$ cat src/rtl/pkt_pkg.sv
// Shared types and constants for the ciphertext packetizer.
// Holds the output FSM encoding, header width and checksum seed.
package pkt_pkg;

    typedef enum logic [1:0] {
        ST_IDLE = 2'd0,
        ST_HDR  = 2'd1,
        ST_PAY  = 2'd2,
        ST_CHK  = 2'd3
    } pkt_state_e;

    localparam int          HDR_W    = 8;
    localparam logic [7:0]  CHK_SEED = 8'h00;

endpackage

$ cat src/rtl/sync_fifo.sv
// Single-clock FIFO with show-ahead read data; zero-latency head, push ignored when full.
// Full/empty come from the registered occupancy, so a same-cycle pop never frees room for a push.
module sync_fifo #(
    parameter int WIDTH = 8,
    parameter int DEPTH = 16
) (
    input  logic             clk,
    input  logic             rst,
    input  logic             push_i,
    input  logic [WIDTH-1:0] wr_data_i,
    input  logic             pop_i,
    output logic [WIDTH-1:0] rd_data_o,
    output logic             full_o,
    output logic             empty_o
);
    localparam int AW = $clog2(DEPTH);

    logic [WIDTH-1:0] mem_q [DEPTH];
    logic [AW-1:0]    wr_ptr_q;
    logic [AW-1:0]    rd_ptr_q;
    logic [AW:0]      cnt_q;
    logic             do_push;
    logic             do_pop;

    assign full_o    = (cnt_q == (AW+1)'(DEPTH));
    assign empty_o   = (cnt_q == '0);
    assign do_push   = push_i && !full_o;
    assign do_pop    = pop_i && !empty_o;
    assign rd_data_o = mem_q[rd_ptr_q];

    always_ff @(posedge clk) begin
        if (rst) begin
            wr_ptr_q <= '0;
            rd_ptr_q <= '0;
            cnt_q    <= '0;
        end else begin
            if (do_push) wr_ptr_q <= wr_ptr_q + AW'(1);
            if (do_pop)  rd_ptr_q <= rd_ptr_q + AW'(1);
            case ({do_push, do_pop})
                2'b10:   cnt_q <= cnt_q + (AW+1)'(1);
                2'b01:   cnt_q <= cnt_q - (AW+1)'(1);
                default: cnt_q <= cnt_q;
            endcase
        end
    end

    always_ff @(posedge clk) begin
        if (do_push) mem_q[wr_ptr_q] <= wr_data_i;
    end

endmodule

$ cat src/rtl/ctxt_packetizer.sv
// Groups the unthrottled ciphertext byte stream into length-prefixed frames on a ready/valid port;
// header valid 2 cycles after close, drops+flags bytes when full; PKT_CHECKSUM_EN appends an XOR byte.
module ctxt_packetizer
    import pkt_pkg::*;
#(
    parameter int DEPTH     = 16,
    parameter int FRAME_LEN = 8
) (
    input  logic             clk,
    input  logic             rst,
    input  logic [7:0]       ctxt_char,
    input  logic             ctxt_valid,
    input  logic             flush,
    output logic [HDR_W-1:0] out_data,
    output logic             out_valid,
    input  logic             out_ready,
    output logic             out_last,
    output logic             overflow
);
    logic             pay_push, pay_pop, pay_full, pay_empty;
    logic [7:0]       pay_head;
    logic             len_push, len_pop, len_full, len_empty;
    logic [HDR_W-1:0] len_head;

    logic [8:0]       cnt_next;
    logic [7:0]       open_cnt_q, open_cnt_d;
    logic             close;
    logic             overflow_q;
    pkt_state_e       state_q, state_d;
    logic [HDR_W-1:0] rem_q, rem_d;
`ifdef PKT_CHECKSUM_EN
    logic [7:0]       acc_q, acc_d;
`endif

    // The byte accepted this cycle belongs to the frame it may close.
    assign pay_push   = ctxt_valid && !pay_full;
    assign cnt_next   = {1'b0, open_cnt_q} + {8'h00, pay_push};
    assign close      = (cnt_next == 9'(FRAME_LEN)) || (flush && (cnt_next != 9'd0));
    assign len_push   = close && !len_full;
    assign open_cnt_d = close ? 8'h00 : cnt_next[7:0];
    assign overflow   = overflow_q;

    sync_fifo #(.WIDTH(8), .DEPTH(DEPTH)) u_pay_fifo (
        .clk       (clk),
        .rst       (rst),
        .push_i    (pay_push),
        .wr_data_i (ctxt_char),
        .pop_i     (pay_pop),
        .rd_data_o (pay_head),
        .full_o    (pay_full),
        .empty_o   (pay_empty)
    );

    sync_fifo #(.WIDTH(HDR_W), .DEPTH(DEPTH)) u_len_fifo (
        .clk       (clk),
        .rst       (rst),
        .push_i    (len_push),
        .wr_data_i (cnt_next[HDR_W-1:0]),
        .pop_i     (len_pop),
        .rd_data_o (len_head),
        .full_o    (len_full),
        .empty_o   (len_empty)
    );

    always_ff @(posedge clk) begin
        if (rst) begin
            open_cnt_q <= '0;
            overflow_q <= 1'b0;
            state_q    <= ST_IDLE;
            rem_q      <= '0;
`ifdef PKT_CHECKSUM_EN
            acc_q      <= CHK_SEED;
`endif
        end else begin
            open_cnt_q <= open_cnt_d;
            if (ctxt_valid && pay_full) overflow_q <= 1'b1;
            state_q    <= state_d;
            rem_q      <= rem_d;
`ifdef PKT_CHECKSUM_EN
            acc_q      <= acc_d;
`endif
        end
    end

    always_comb begin
        state_d   = state_q;
        rem_d     = rem_q;
        out_valid = 1'b0;
        out_last  = 1'b0;
        out_data  = '0;
        len_pop   = 1'b0;
        pay_pop   = 1'b0;
`ifdef PKT_CHECKSUM_EN
        acc_d     = acc_q;
`endif
        case (state_q)
            ST_IDLE: begin
                if (!len_empty) begin
                    state_d = ST_HDR;
                    rem_d   = len_head;
                end
            end
            ST_HDR: begin
                out_valid = 1'b1;
                out_data  = rem_q;
`ifdef PKT_CHECKSUM_EN
                acc_d     = CHK_SEED;
`endif
                if (out_ready) begin
                    len_pop = 1'b1;
                    state_d = ST_PAY;
                end
            end
            ST_PAY: begin
                out_valid = !pay_empty;
                out_data  = pay_head;
`ifndef PKT_CHECKSUM_EN
                out_last  = (rem_q == 8'd1);
`endif
                if (out_valid && out_ready) begin
                    pay_pop = 1'b1;
                    rem_d   = rem_q - 8'd1;
`ifdef PKT_CHECKSUM_EN
                    acc_d   = acc_q ^ pay_head;
                    if (rem_q == 8'd1) state_d = ST_CHK;
`else
                    // Chain straight into the next queued header so frames stay gapless.
                    if (rem_q == 8'd1) begin
                        state_d = len_empty ? ST_IDLE : ST_HDR;
                        rem_d   = len_head;
                    end
`endif
                end
            end
`ifdef PKT_CHECKSUM_EN
            ST_CHK: begin
                out_valid = 1'b1;
                out_data  = acc_q;
                out_last  = 1'b1;
                if (out_ready) begin
                    state_d = len_empty ? ST_IDLE : ST_HDR;
                    rem_d   = len_head;
                end
            end
`endif
            default: state_d = ST_IDLE;
        endcase
    end

endmodule

$ cat config.mk
export PLATFORM = sky130hd
export DESIGN_NAME = ctxt_packetizer
export DESIGN_NICKNAME = d
export VERILOG_FILES = /design/src/rtl/pkt_pkg.sv /design/src/rtl/sync_fifo.sv /design/src/rtl/ctxt_packetizer.sv
export SDC_FILE = /design/constraint.sdc
export NUM_CORES = 1
export LEC_CHECK = 0
export ABC_AREA = 1
export CORE_UTILIZATION = 45
export DETAILED_ROUTE_END_ITERATION = 12
export PLACE_DENSITY = 0.68
export SETUP_SLACK_MARGIN = 0.5
export SLEW_MARGIN = 30
export SYNTH_ARGS = -nofsm -noshare
export SYNTH_HDL_FRONTEND = slang
export SYNTH_HIERARCHICAL = 1
export SYNTH_SLANG_ARGS = --single-unit
$ cat constraint.sdc
create_clock -name clk -period 5.7 [get_ports clk]
set_input_delay 0.855 -clock clk [delete_from_list [all_inputs] [get_ports clk]]
set_output_delay 0.855 -clock clk [all_outputs]
set_load 0.02 [all_outputs]
==> flow_results.org <==
** Drt
- Post-DRT Antenna Nets :: 0
- Met2 wirelength from detailed routing :: 13.2 mm
- After the first detailed-routing iteration, the DRC count stood at slightly below 600.
- For this run, design rule violations remaining after detail routing come to 0.
- The highest layer touched by signal routing is met4.
- Avg WL per Cell :: 17.5 um
- Total detailed-routing wirelength :: 28.0 mm
- After detailed routing, the number of vias per cell comes to 5.29.
- Detailed Routing Iterations Pass 1 :: 5
- The final route contains 8478 vias.
- Met3 layer wire length in the routed design :: 1.52 mm
- After detailed routing, the wire length on met1 is 12.7 mm.

** Synth
- During synthesis, Yosys emitted a total of 6 warnings.
- For this run, asynchronously set or reset flops after synthesis account for 0.
- Sequential share of the synthesized area :: 0.640
- The synthesized design contains about 310 register bits.
- Area of the mapped netlist :: 0.0137 mm2
- The number of nets in the synthesized netlist is 1215.
- EDFF count, synth :: 256
- After synthesis, the mean cell area works out to 11.6 um2.
- Gate count of the mapped netlist :: 1177
- Number of different library cells in the post-synthesis netlist :: 40
- Most used DFF post-synth :: edfxtp_1

** STA
- Between clock sinks in the finished design, the worst skew comes to 0.0165 ns.
- Final hold analysis gives a worst-case slack of 0.466 ns.
- Maximum frequency from static timing analysis :: 233 MHz
- The number of pins with negative max-slew slack in the final report is 0.
- Total negative slack :: 0 ns
- Worst max-slew margin expressed relative to the limit :: 0.370
- Dividing the final minimum period by the clock period gives 0.752.
- Transition at the pin with the smallest max-transition slack :: 0.941 ns
- Post-route setup slack :: 1.41 ns
- Shortest clock period the worst path allows after layout :: approximately 4.3 ns
- Setup violations remaining at the end of the flow were counted as 0.
- The count of final hold-check violations is 0.
- Setup repair after global routing left no endpoint under its margin.

** Floorplanning
- Row generation in the floorplan step produced 63 rows.
- Die height :: 176 um
- The initial utilization of the core area, before any placement, comes to 0.460.
- Core Box Area :: 0.0297 mm2
- The die is about 180 um wide.
- The floorplan step defined a die boundary enclosing roughly 0.031 mm2.
- Total I/O pin count :: 24

** Setup path
- Kind of end point of the critical path :: flip-flop
- STA classifies the critical path startpoint as an input port.
- For flop-to-flop paths, the worst setup slack is 1.54 ns.
- In this run the worst setup path begins at ctxt_valid.
- Worst R2R Path Depth :: 15
- Worst setup path end :: u_len_fifo/mem_q[12][4]
- Worst reg2reg endpoint :: u_len_fifo/mem_q[12][4]
- The critical path goes through clkdlybuf4s50_1 -> inv_1 -> nor2_1 -> ha_1 -> nand2_1 -> o21bai_1 -> nand2_1 -> nor2_1 -> nand3_1 -> a21oi_1 -> nand2_4 -> inv_2 -> nand2_1 -> nor2_1.
- Arrival time at the worst endpoint :: 4.46 ns
- On the critical path, the stage with the largest delay is an instance of nor2_1.
- Required arrival time at the worst endpoint :: 5.87 ns
- In this run the worst path has a maximum fanout of 18.
- In this run the critical register-to-register path is launched from u_pay_fifo/cnt_q[1].
- Worst setup path class :: input port to flip-flop
- Worst stage delay on the critical path :: 0.64 ns

** Layout
- Non-filler instance count after layout :: 1603
- Diodes inserted :: 0
- Leaving out fill and tap cells, the most frequent cell in the layout is edfxtp_1.
- In the layout the commonest cells are 256 x edfxtp_1, 145 x inv_1, 99 x nand2_1, 91 x a21oi_1, 89 x nor2_1.
- Area delta synth->final :: 11.0%
- In the final layout, the share of cells above drive strength 1 is 0.0833.
- Fin nets :: about 1200
- FILL cells :: approximately 2600

** Run status
- Result of the run :: finished, final reports clean

** Clock network
- Gates resized during post-CTS repair numbered 0.
- Depth of the CTS H-tree :: 1
- Clk pin slew, worst setup/hold paths :: roughly 0.07 ns
- At the later pin of the worst-skew pair, clock insertion delay measures 0.55 ns.
- TritonCTS built the clock tree.
- Number of buffers on the longest clock path :: 3
- CTS Hold Buffers Added :: 0
- Clock tree synthesis found a total of 309 sinks.
- Root Driver :: clkbuf_16
- After clock tree synthesis, the setup repair step added 0 buffers.
- Total CTS buffers :: 31

** Pwr
- Leakage :: 5.27 nW
- After layout, the design draws a total of 6.00 mW.
- In this run the power density over the cells is around 400 mW/mm2.
- IR analysis of the VDD net gives a maximum drop of 0.312 mV.

** Flow run
- Max-cap violations in this run came to 0.

** Global route
- The via count of the first global-routing pass was 7958.
- For this run, the total global-route usage over all layers was measured as 0.184.
- Maximum number of pins on one net before global-route repair :: 71
- The number of antenna violations at the first check in global routing came to 1.
- The first global-routing pass estimated approximately 44 mm of wire.
- Remaining global-route overflow :: 0

** Place
- Once placement completed, the tool counted placed cells totaling approximately 1500.
- Port buffering added 23 buffers.
- After legalization and detailed placement, the total HPWL measured 18.0 mm.
- Post-place setup slack :: 0.868 ns
- Final GP Congestion :: between 0.8 and 0.9

** Hold path
- Hold crit path type :: flip-flop to flip-flop
synth_stat cells (2+ instances only):
master / n / area, um2
clkbuf_1: 28 / 105
inv_1: 146 / 548
nand2_4: 6 / 67.6
nand2_2: 7 / 43.8
nand3_2: 7 / 70.1
xor2_1: 11 / 96.3
nand4_1: 8 / 50.1
buf_6: 5 / 56.3
o31ai_2: 2 / 25.0
edfxtp_1: 256 / 7690
o31ai_4: 2 / 42.5
buf_2: 12 / 60.1
o21ai_1: 9 / 45.0
buf_4: 4 / 30.0
nor2_1: 89 / 334
o211ai_1: 66 / 495
nor2_4: 4 / 45.0
dfxtp_1: 53 / 1060
nor3b_1: 15 / 113
buf_1: 4 / 15.0
nor4_1: 4 / 25.0
ha_1: 25 / 313
a21oi_1: 91 / 455
nand3_1: 38 / 190
xnor2_1: 3 / 26.3
a211oi_1: 7 / 52.6
o21ai_0: 87 / 435
mux2i_1: 64 / 641
nand2_1: 99 / 372
inv_2: 6 / 22.5
nor2_2: 6 / 37.5
nor3_1: 5 / 25.0
kinds of logic after synthesis:
family / synth area share
fa+ha+maj: 0.0229
buf+inv: 0.0626
mux: 0.0469
flops: 0.640
xor+xnor: 0.0102
simple gates: 0.102
compound gates: 0.115
where the power goes:
| group | leakage [nW] | internal, mW | switching, mW |
|---|---|---|---|
| sequential | 2.76 | 2.61 | 0.134 |
| combinational | 2.04 | 0.447 | 0.861 |
| clock | 0.464 | 1.13 | 0.813 |
registers in the layout, indices dropped and copies added (netlist names), 5 cells and up, named ones only:
signal and flops:
open_cnt_q 8, rem_q 8, u_len_fifo/cnt_q 5, u_len_fifo/mem_q 128
u_pay_fifo/cnt_q 5, u_pay_fifo/mem_q 128
critical path: cells and delay by family:
kind	cells	cell delay (ns)
compound gates	2	0.42
buf+inv	3	0.65
simple gates	8	2.23
fa+ha+maj	1	0.30
per-stage QoR:
| step | util | instance area [um2] |
|---|---|---|
| floorplan | - | 13700 |
| global placement | 0.478 | 14200 |
| detailed placement | 0.477 | 14200 |
| CTS | 0.510 | 15200 |
| global route | 0.510 | 15200 |
| finish | 0.510 | 15200 |
layout make-up:
cell class              count  area (um2)  area share
flip-flops and latches    309        8760       0.577
well taps                 390         488      0.0322
clock buffers              38         802      0.0529
multi-input cells         660        4060       0.268
inverters                 155         589      0.0389
repair buffers             33         300      0.0198
clock inverters            18         171      0.0113
routing by layer:
| layer | global-route usage | up-vias |
|---|---|---|
| met5 | 0 | - |
| met1 | 0.256 | 4060 |
| met2 | 0.299 | 190 |
| met4 | 0.0533 | 0 |
| li1 | - | 4183 |
| met3 | 0.0256 | 45 |
worst min-delay path by stage:
stage,start,to,slack [ns],cells past startpoint
final,overflow,overflow,0.47,2
after global routing,overflow,overflow,0.53,2
after CTS,overflow,overflow,0.47,2
after detailed placement,overflow,overflow,0.46,2
after global placement,overflow,overflow,0.45,2
after floorplan,u_pay_fifo/wr_ptr_q[2],u_pay_fifo/wr_ptr_q[2],0.47,2
Note: power is estimated with default switching activity, not from simulation.
